--- config.mk ---
export PLATFORM = sky130hd
export DESIGN_NAME = fetch_sequencer_flat
export DESIGN_NICKNAME = d
export VERILOG_FILES = /design/src/rtl/fetch_sequencer_if.sv /design/src/rtl/fetch_sequencer.sv /design/src/flat_wrapper.sv
export SDC_FILE = /design/constraint.sdc
export NUM_CORES = 1
export LEC_CHECK = 0
export BUFFER_PORTS_ARGS = -buffer_cell sky130_fd_sc_hd__buf_2
export CAP_MARGIN = 0
export CORE_UTILIZATION = 50
export CTS_CLUSTER_SIZE = 30
export DETAILED_ROUTE_END_ITERATION = 16
export HOLD_SLACK_MARGIN = 0.02
export PLACE_DENSITY = 0.76
export SLEW_MARGIN = 10
export SYNTH_ARGS = -nofsm -noshare
export SYNTH_HDL_FRONTEND = slang
export SYNTH_SLANG_ARGS = --single-unit
--- constraint.sdc ---
create_clock -name clk -period 3.7 [get_ports clk]
set_input_delay 0.185 -clock clk [delete_from_list [all_inputs] [get_ports clk]]
set_output_delay 0.185 -clock clk [all_outputs]
set_load 0.03 [all_outputs]
--- src/rtl/fetch_sequencer_if.sv ---
// fetch_sequencer_if
// ------------------
// Groups the two buses of the fetch sequencer: the byte-wide program-memory
// read port and the instruction/redirect port toward the core.
//
// Handshake: the instruction is transferred on every rising edge where
// instr_valid and instr_ready are both 1. Once instr_valid is raised it stays
// high, with instr/instr_pc/instr_err stable, until that transfer or a
// redirect. instr_ready may be held high permanently.
//
// Signals
//   mem_re       sequencer -> memory  byte read strobe
//   mem_addr     sequencer -> memory  byte address for mem_re
//   mem_rdata    memory -> sequencer  read data, valid one cycle after mem_re
//   redirect     core -> sequencer    load redirect_pc, abandon current fetch
//   redirect_pc  core -> sequencer    new fetch byte address
//   instr_valid  sequencer -> core    instr/instr_pc/instr_err valid
//   instr_ready  core -> sequencer    core accepts the instruction
//   instr        sequencer -> core    assembled big-endian instruction
//   instr_pc     sequencer -> core    byte address of instr
//   instr_err    sequencer -> core    fetch PC out of range, instr is 0
// Modports: master = fetch sequencer side, slave = memory/core side.

interface fetch_sequencer_if #(
   parameter int ADDR_W = 8
);
   logic              mem_re;
   logic [ADDR_W-1:0] mem_addr;
   logic [7:0]        mem_rdata;
   logic              redirect;
   logic [31:0]       redirect_pc;
   logic              instr_valid;
   logic              instr_ready;
   logic [31:0]       instr;
   logic [31:0]       instr_pc;
   logic              instr_err;

   modport master (
      output mem_re, mem_addr, instr_valid, instr, instr_pc, instr_err,
      input  mem_rdata, redirect, redirect_pc, instr_ready
   );

   modport slave (
      input  mem_re, mem_addr, instr_valid, instr, instr_pc, instr_err,
      output mem_rdata, redirect, redirect_pc, instr_ready
   );
endinterface

--- src/rtl/fetch_sequencer.sv ---
// fetch_sequencer
// ---------------
// Instruction fetch controller for a byte-wide big-endian program memory.
// Issues four consecutive byte reads per instruction, assembles the bytes
// MSB first into a 32-bit word and presents it to the core over a
// valid/ready handshake. Owns the fetch PC: sequential +4 advance, redirects
// and out-of-range faults.
//
// Parameters
//   MEM_BYTES  program memory size in bytes (valid addresses 0..MEM_BYTES-1)
//   ADDR_W     memory byte-address width
//   RESET_PC   fetch PC loaded on reset
// Ports
//   clk        clock, rising edge
//   rst        asynchronous active-high reset
//   bus        fetch_sequencer_if master modport (memory + core ports)
//   dbg_state  current FSM state (0 IDLE, 1 ISSUE, 2 LAST, 3 HOLD)

module fetch_sequencer #(
   parameter int          MEM_BYTES = 256,
   parameter int          ADDR_W    = 8,
   parameter logic [31:0] RESET_PC  = 32'h0
) (
   input  logic                clk,
   input  logic                rst,
   fetch_sequencer_if.master   bus,
   output logic [1:0]          dbg_state
);

   typedef enum logic [1:0] {
      IDLE  = 2'd0,
      ISSUE = 2'd1,
      LAST  = 2'd2,
      HOLD  = 2'd3
   } state_t;

   localparam logic [32:0] MAX_ADDR = 33'(MEM_BYTES - 1);

   state_t      state, state_nxt;
   logic [1:0]  cnt, cnt_nxt;
   logic [31:0] pc, pc_nxt;
   // bytes 0..2 of the instruction being assembled; byte 3 goes straight
   // into the output register when entering HOLD
   logic [23:0] asm_q, asm_nxt;
   logic [31:0] instr_q, instr_nxt;
   logic [31:0] ipc_q, ipc_nxt;
   logic        err_q, err_nxt;

   logic [32:0] last_byte;
   logic        range_err;

   // 33-bit so a PC near 2**32 cannot wrap back into range
   assign last_byte = {1'b0, pc} + 33'd3;
   assign range_err = (last_byte > MAX_ADDR);

   always_comb begin
      state_nxt   = state;
      cnt_nxt     = cnt;
      pc_nxt      = pc;
      asm_nxt     = asm_q;
      instr_nxt   = instr_q;
      ipc_nxt     = ipc_q;
      err_nxt     = err_q;
      bus.mem_re   = 1'b0;
      bus.mem_addr = '0;

      case (state)
         IDLE: begin
            state_nxt = ISSUE;
            cnt_nxt   = 2'd0;
         end
         ISSUE: begin
            if ((cnt == 2'd0) && range_err) begin
               // no reads; deliver an error instruction next cycle
               state_nxt = HOLD;
               instr_nxt = 32'h0;
               ipc_nxt   = pc;
               err_nxt   = 1'b1;
            end else begin
               bus.mem_re   = 1'b1;
               bus.mem_addr = pc[ADDR_W-1:0] + ADDR_W'(cnt);
               // data returned now belongs to the read of the previous cycle
               case (cnt)
                  2'd1:    asm_nxt[23:16] = bus.mem_rdata;
                  2'd2:    asm_nxt[15:8]  = bus.mem_rdata;
                  2'd3:    asm_nxt[7:0]   = bus.mem_rdata;
                  default: ;
               endcase
               if (cnt == 2'd3) begin
                  state_nxt = LAST;
                  cnt_nxt   = 2'd0;
               end else begin
                  cnt_nxt = cnt + 2'd1;
               end
            end
         end
         LAST: begin
            state_nxt = HOLD;
            instr_nxt = {asm_q, bus.mem_rdata};
            ipc_nxt   = pc;
            err_nxt   = 1'b0;
         end
         HOLD: begin
            if (bus.instr_ready) begin
               pc_nxt    = pc + 32'd4;
               state_nxt = ISSUE;
               cnt_nxt   = 2'd0;
            end
         end
         default: state_nxt = IDLE;
      endcase

      // redirect overrides everything; a simultaneous HOLD handshake still
      // counts as a transfer on the bus, but pc takes the redirect target
      if (bus.redirect && (state != IDLE)) begin
         pc_nxt    = bus.redirect_pc;
         state_nxt = ISSUE;
         cnt_nxt   = 2'd0;
         asm_nxt   = asm_q;
         instr_nxt = instr_q;
         ipc_nxt   = ipc_q;
         err_nxt   = err_q;
      end
   end

   always_ff @(posedge clk or posedge rst) begin
      if (rst) begin
         state   <= IDLE;
         cnt     <= 2'd0;
         pc      <= RESET_PC;
         asm_q   <= 24'h0;
         instr_q <= 32'h0;
         ipc_q   <= 32'h0;
         err_q   <= 1'b0;
      end else begin
         state   <= state_nxt;
         cnt     <= cnt_nxt;
         pc      <= pc_nxt;
         asm_q   <= asm_nxt;
         instr_q <= instr_nxt;
         ipc_q   <= ipc_nxt;
         err_q   <= err_nxt;
      end
   end

   assign bus.instr_valid = (state == HOLD);
   assign bus.instr       = instr_q;
   assign bus.instr_pc    = ipc_q;
   assign bus.instr_err   = err_q;
   assign dbg_state       = state;

endmodule

--- src/flat_wrapper.sv ---
// flat-port wrapper written by rule: the top's interface ports become plain ports
module fetch_sequencer_flat 
#(
   parameter int          MEM_BYTES = 256,
   parameter int          ADDR_W    = 8,
   parameter logic [31:0] RESET_PC  = 32'h0
)
  (clk, rst, dbg_state, bus_mem_re, bus_mem_addr, bus_instr_valid, bus_instr, bus_instr_pc, bus_instr_err, bus_mem_rdata, bus_redirect, bus_redirect_pc, bus_instr_ready);
  fetch_sequencer_if #(.ADDR_W(ADDR_W)) bus_i ();
  input  logic clk;
  input  logic rst;
  output logic [1:0] dbg_state;
  output wire logic [$bits(bus_i.mem_re)-1:0] bus_mem_re;
  output wire logic [$bits(bus_i.mem_addr)-1:0] bus_mem_addr;
  output wire logic [$bits(bus_i.instr_valid)-1:0] bus_instr_valid;
  output wire logic [$bits(bus_i.instr)-1:0] bus_instr;
  output wire logic [$bits(bus_i.instr_pc)-1:0] bus_instr_pc;
  output wire logic [$bits(bus_i.instr_err)-1:0] bus_instr_err;
  input wire logic [$bits(bus_i.mem_rdata)-1:0] bus_mem_rdata;
  input wire logic [$bits(bus_i.redirect)-1:0] bus_redirect;
  input wire logic [$bits(bus_i.redirect_pc)-1:0] bus_redirect_pc;
  input wire logic [$bits(bus_i.instr_ready)-1:0] bus_instr_ready;
  assign bus_mem_re = bus_i.mem_re;
  assign bus_mem_addr = bus_i.mem_addr;
  assign bus_instr_valid = bus_i.instr_valid;
  assign bus_instr = bus_i.instr;
  assign bus_instr_pc = bus_i.instr_pc;
  assign bus_instr_err = bus_i.instr_err;
  assign bus_i.mem_rdata = bus_mem_rdata;
  assign bus_i.redirect = bus_redirect;
  assign bus_i.redirect_pc = bus_redirect_pc;
  assign bus_i.instr_ready = bus_instr_ready;
  fetch_sequencer #(.MEM_BYTES(MEM_BYTES), .ADDR_W(ADDR_W), .RESET_PC(RESET_PC)) u_core (.clk(clk), .rst(rst), .bus(bus_i), .dbg_state(dbg_state));
endmodule
==> results of run 1 <==
repair_timing:
action	in CTS	in global routing
pin swaps	1	8
setup buffers	2	1
hold buffers	31	0
resized for setup	1	29
setup endpoints to repair	9	47
gates cloned	0	0
endpoints found under the hold margin	98	0
placed cells by master (no fill, tap or decap), types with 4 or more instances in the layout:
| cell type | netlist | final |
|---|---|---|
| ha_1 | 13 | 12 |
| nand2_1 | 91 | 90 |
| or3_1 | 5 | 4 |
| dfrtp_1 | 125 | 122 |
| nor4_1 | 4 | 4 |
| nor3_1 | 18 | 18 |
| nor2_1 | 33 | 32 |
| and3_1 | 5 | 5 |
| clkinv_4 | 0 | 5 |
| inv_1 | 44 | 41 |
| o21ai_0 | 39 | 39 |
| a211oi_1 | 4 | 4 |
| nand4_2 | 4 | 4 |
| clkbuf_16 | 0 | 17 |
| mux2i_1 | 36 | 36 |
| clkinvlp_4 | 0 | 4 |
| xor2_1 | 16 | 16 |
| xnor2_1 | 29 | 29 |
| nand3_1 | 17 | 17 |
| buf_2 | 10 | 112 |
| nand4_1 | 20 | 20 |
| buf_4 | 4 | 28 |
| mux2_4 | 17 | 17 |
| mux2_2 | 40 | 40 |
| dlygate4sd3_1 | 0 | 31 |
where the power goes:
part / leakage (nW) / total [mW] / internal [mW] / switching [mW]
Sequential: 1.61 / 2.07 / 1.73 / 0.341
Combinational: 1.95 / 2.39 / 1.01 / 1.37
Clock: 0.260 / 1.57 / 0.936 / 0.632
through the flow:
step | utilization, % | setup WS (ns)
final | 65.7 | 0.127
after global routing | 65.7 | -0.0227
after CTS | 65.1 | 0.00415
after detailed placement | 58.2 | 0.124
after global placement | 58.2 | 0.218
after floorplan | - | 0.187
critical path, stage by stage (launching register included):
cell and delay [ns]:
dfrtp_1 0.38, buf_4 0.17, o211ai_1 0.20, or4_4 0.50, or4_1 0.49, a32oi_1 0.20, o221ai_2 0.17, o31ai_4 0.34
buf_4 0.17, and3_1 0.20, buf_6 0.14
sequential cells by signal (all words and copies together) (netlist names):
register / cells
u_core.asm_q: 24
u_core.bus.instr: 32
u_core.bus.instr_pc: 32
u_core.bus.instr_err: 1
u_core.dbg_state: 2
u_core.cnt: 2
u_core.pc: 32
worst max-delay path by stage:
stage | from | end | slack (ns) | cells past startpoint
floorplan | rst | u_core.asm_q[0] | 0.19 | 1
global placement | u_core.pc[0] | u_core.bus.instr_pc[25] | 0.22 | 11
detailed placement | u_core.pc[0] | u_core.bus.instr_pc[30] | 0.12 | 11
CTS | u_core.pc[10] | bus_mem_addr[6] | 0.004 | 9
global route | u_core.pc[1] | bus_mem_addr[0] | -0.02 | 11
finish | u_core.pc[1] | bus_mem_addr[1] | 0.13 | 10
final cells by class:
cell class / count / area (sq um)
sequential: 125 / 3130
fill: 978 / 4380
clock inverter: 12 / 118
tap: 172 / 215
clock buffer: 18 / 439
timing repair buffer: 175 / 1140
multi-input combinational: 437 / 3190
inverter: 44 / 168
cell families after synthesis:
| kind of cell | count (synthesis) |
|---|---|
| xor+xnor | 45 |
| fa+ha+maj | 14 |
| compound gates | 67 |
| simple gates | 218 |
| mux | 93 |
| flops | 125 |
| buf+inv | 89 |
per-layer routing:
metal	vias up	global-route usage, %	share of wire, %
li1	2521	-	-
met1	2656	31.6	41
met2	224	44.0	51
met3	44	5.79	5.8
met4	0	10.6	2.6
met5	-	0	0
==> reports/qor.yml, run 1 <==
floorplanning:
  die-width_um: 117
  num_rows: 41
  die_area_sq_um: 13800
  ios: 121
  die_h_um: 117
  start_util_pct: 52.1
  core_area_sq_um: 12800
cts:
  worstSkewPairLatency_ns: 0.43
  cts_tree: "built"
  clock_sinks: 125
  clock_tree.buffer_depth: 2
  h-tree-depth: 4
  root_buffer: "clkbuf_16"
  numCtsBuffers: 17
  path_clk_slew_ns: 0.06
worst_setup_path:
  cp_max_fo: 6
  r2r_slack_ns: 0.23
  start_kind: "flop"
  crit_arrival_ns: 3.39
  required_ns: 3.51
  end_kind: "output port"
  reg2reg_to: "u_core.bus.instr_pc[30]"
  critical_path_class: "flop to output port"
  worst_r2r_startpoint: "u_core.pc[1]"
  reg2regPathDepth: 11
place:
  dp.cells: 918
  portBuffers: 120
  hpwl_mm: 11.5
  placed_area_sq_um: 7430
  gp_congestion: 0.970
drt:
  totalWireLength_mm: 17.0
  drt-vias-per-instance: 5.54
  wl_per_cell_um: 17.3
  drc: 0
  dr.pass1.iters: 5
  drt_iter0_drc: 422
  ant_nets: 0
  vias: 5445
yosys:
  synth_xor_area_share_pct: 5.92
  yosys.area_share.simple_pct: 16.0
  synth_top_family_by_area: "simple AND/OR/NAND/NOR gates"
  syn_avg_cell_area_sq_um: 10.2
  synth-seq-area-share_pct: 47.0
  post-synth-top-area-cell: "dfrtp_1"
  synthesis.nets: 709
  syn-cell-area_sq_um: 6650
  synth_edf_count: 0
  synth.most_common_cell: "dfrtp_1"
  synth_cell_types: 55
  synth_compound_area_share_pct: 6.45
  muxShareOfSynthArea_pct: 16.0
  synth_area_leaders: "dfrtp_1, mux2_2, mux2i_1"
  ys_async_sr_fraction_pct: 100
  yosysTopAreaCellShare_pct: 47.0
  synthAdderAreaFrac_pct: 2.75
  synth_common_cells: "dfrtp_1, nand2_1, inv_1"
  synth-main-ff-cell: "dfrtp_1"
  yosysWarnings: 0
  ys_ff_latch: 125
  synth_cells: 651
power_and_ir_drop:
  p_per_area_nw_per_um2: 718
  p_total_mw: 6.03
  peakVddDrop_mv: 0.366
  leakagePower_nw: 3.82
global_routing:
  antenna_found_initial: 0
  grt_pass1_wl_mm: 28.1
  grt_overflow: 0
  grt_pass1_vias: 5618
  grt_max_degree: 71
  grt_usage_pct: 25.8
sta:
  holdWs_ns: 0.0392
  drv_slew: 0
  setup_viol: 0
  fin_crit_ns: 3.57
  min_period_over_period_pct: 96.6
  final.setup_skew_ns: 0.00728
  tns_ns: 0
  max_freq_ghz: 0.280
  tightest_slew_ns: 0.866
  slew_headroom_pct: 42.3
  final_hold_viol_count: 0
status:
  status: "completed"
min_path:
  holdPathEnd: "u_core.bus.instr[5]"
  min_from: "bus_mem_rdata[5]"
  worstHoldPathType: "input pin to flop"
  whs_path_depth: 3
layout:
  final_area_sq_um: 8400
  diodes: 0
  syn_to_final_growth_pct: 26.2
  nNetsFinal: 858
  drive_gt1_share_pct: 31.3
  final_cells: 983
flow_run:
  maxCapViolCount: 0
(Power assumes the default switching activity.)
==> run 2: changes to the inputs <==
--- a/config.mk
+++ b/config.mk
@@ -10,8 +10,9 @@
 export CORE_UTILIZATION = 50
 export CTS_CLUSTER_SIZE = 30
 export DETAILED_ROUTE_END_ITERATION = 16
-export HOLD_SLACK_MARGIN = 0.02
+export HOLD_SLACK_MARGIN = 0.05
 export PLACE_DENSITY = 0.76
+export REMOVE_ABC_BUFFERS = 1
 export SLEW_MARGIN = 10
 export SYNTH_ARGS = -nofsm -noshare
 export SYNTH_HDL_FRONTEND = slang
==> constraint.sdc (replaced) <==
create_clock -name clk -period 2.9 [get_ports clk]
set_input_delay 0.145 -clock clk [delete_from_list [all_inputs] [get_ports clk]]
set_output_delay 0.145 -clock clk [all_outputs]
set_load 0.03 [all_outputs]
==> run 2 against run 1 <==
Effect of this change:
- the run now ends with negative setup slack left
- largest cell class unchanged
- utilization up 7.7 points
- design area up 12%
- critical path type unchanged
- final cell count up 9.0%
- count of clock-buffer cells in the layout up 2
- register-to-register slack worse by 0.72 ns
==> reports/qor.yml, run 2 (same netlist as run 1, synthesis figures left out) <==
power_and_ir_drop:
  leakagePower_nw: 4.32  # +13%
  internal-power_mw: 5.22  # +42%
  peakVddDrop_mv: 0.563  # +54%
  p_sw_share_pct: 38.2  # -0.69 points
  p_switching_mw: 3.23  # +38%
  power_frac_seq_pct: 30.5  # -3.9 points
  p_total_mw: 8.46  # +40%
  p_comb_share_pct: 45.0  # +5.4 points
  clock_power_share_pct: 24.5  # -1.5 points
  p_per_area_nw_per_um2: 901  # +26%
worst_setup_path:
  required_ns: 2.76  # -0.75 ns
  start_kind: "flop"
  critical_path_class: "flop to output port"
  slowest_delay_ns: 0.41  # -0.09 ns
  crit_arrival_ns: 3.26  # -0.13 ns
  crit_chain: "inv_2, ha_2, nand4b_1, or3_4, or4_1, o31ai_1, nand4_1, o31ai_4, buf_12, nand2_8, nor2_4, buf_6"
  cp_slowest_cell: "or4_1"
  end_kind: "output port"
  cp_max_fo: 7  # +1
cts:
  worstSkewPairLatency_ns: 0.43  # about the same
  h-tree-depth: 4  # unchanged
  path_clk_slew_ns: 0.06  # about the same
  root_buffer: "clkbuf_16"
  cts_tree: "built"
  numCtsBuffers: 17  # unchanged
  clock_sinks: 125  # unchanged
  clock_tree.buffer_depth: 2  # unchanged
layout:
  syn_to_final_growth_pct: 41.0
  final_common_cell: "dfrtp_1"
  diodes: 0  # unchanged
  nNetsFinal: 944  # +10%
  drive_gt1_share_pct: 38.3  # +6.9 points
  final_cell_mix: "dfrtp_1, buf_2, nand2_1, buf_4, inv_1"
  final_area_sq_um: 9380  # +12%
  fillers: 851  # -13%
drt:
  wl_per_cell_um: 17.6  # +1.8%
  dr.pass1.iters: 6  # +1
  drc: 0  # unchanged
  vias: 5873  # +7.9%
  drt_iter0_drc: 383  # -9.2%
  totalWireLength_mm: 18.8  # +11%
  ant_nets: 0  # unchanged
  drt-vias-per-instance: 5.48  # -1.0%
status:
  violations: "negative setup slack"
  status: "finished, violations left"
flow_run:
  maxCapViolCount: 0  # unchanged
floorplanning:
  die-width_um: 117  # unchanged
  die_h_um: 117  # unchanged
  core_area_sq_um: 12800  # unchanged
  num_rows: 41  # unchanged
  die_area_sq_um: 13800  # unchanged
  start_util_pct: 52.1  # unchanged
  ios: 121  # unchanged
sta:
  tightest_slew_ns: 0.679  # -0.188 ns
  final_hold_viol_count: 0  # unchanged
  worst_slack_ns: -0.506  # -0.633 ns
  holdWs_ns: 0.175  # +0.136 ns
  tns_ns: -40.09  # -40.09 ns
  drv_slew: 0  # unchanged
  slew_headroom_pct: 54.8  # +13 points
  rsz0062_at_grt: "true"
  setup_viol: 101  # +101
  final.setup_skew_ns: 0.00764  # +0.000356 ns
  min_period_over_period_pct: 117
  max_freq_ghz: 0.294
  fin_crit_ns: 3.41
global_routing:
  grt_usage_pct: 29.0  # +3.1 points
  grt_pass1_vias: 6190  # +10%
  grt_overflow: 0  # unchanged
  grt_pass1_wl_mm: 31.6  # +13%
  grt_max_degree: 53  # -25%
  antenna_found_initial: 0  # unchanged
place:
  gp_congestion: 0.946  # -2.6%
  hpwl_mm: 12.4  # +7.9%
  placed_area_sq_um: 8060  # +8.5%
  dp_slack_ns: -0.375  # -0.499 ns
  portBuffers: 120  # unchanged
min_path:
  worstHoldPathType: "input pin to flop"
[run 2: final timing paths]
kind / cells past startpoint / slack (ns) / to / startpoint
setup / recovery: 12 / -0.51 / bus_mem_addr[2] / u_core.pc[1]
hold / removal: 4 / 0.18 / u_core.pc[4] / bus_instr_ready
setup reg to reg: 14 / -0.49 / u_core.bus.instr_pc[24] / u_core.pc[1]
hold reg to reg: 1 / 0.50 / u_core.bus.instr_pc[13] / u_core.bus.instr_pc[13]
max in group asynchronous: 4 / 1.75 / u_core.bus.instr_pc[25] / rst
min in group asynchronous: 3 / 0.31 / u_core.bus.instr[1] / rst
[run 2: what timing repair did]
action                                  4_1_cts  5_1_grt
hold buffers                                 41        0
setup buffers                                 7        1
gates cloned                                  1        0
endpoints found under the setup margin      102      102
resized for setup                            51        7
endpoints found under the hold margin       102        0
pin swaps                                    21        5
[run 2: layer usage]
layer	global-route usage, %	part of all wire, %	vias up
met4	12.9	2.6	0
li1	-	-	2695
met5	0	0	-
met1	37.4	43	2889
met2	47.3	49	247
met3	5.35	5.7	42
[run 2: worst max-delay path, delay by kind of cell, from the launching register on]
family,cells,cell delay [ns]
AO/OA/AOI/OAI,2,0.40
adder cells (fa/ha/maj),1,0.17
buffers and inverters,3,0.35
flip-flops,1,0.40
AND/OR/NAND/NOR,6,1.49
[run 2: metrics by stage]
step,utilization (%),instances
6_report,73.4,1071
5_1_grt,73.4,1071
4_1_cts,73.2,1070
3_5_place_dp,63.1,989
3_3_place_gp,63.1,989
2_1_floorplan,-,606
[run 2: final cells by class]
cell class | count | area (sq um) | area share (%)
repair buffers | 261 | 1990 | 21.2
multi-input cells | 437 | 3300 | 35.1
clock inverters | 12 | 110 | 1.17
flip-flops and latches | 125 | 3130 | 33.4
well taps | 172 | 215 | 2.29
inverters | 44 | 168 | 1.79
clock buffers | 20 | 467 | 4.98
[run 2: power groups by stage]
stage                     Clock [mW]  Sequential (mW)  Combinational, mW
after global routing            2.15             2.62               4.04
after CTS                       2.09             2.56               3.73
after global placement             0             2.53               3.27
after detailed placement           0             2.57               3.37
after floorplan                    0             3.09               1.67
final                           2.07             2.58               3.81
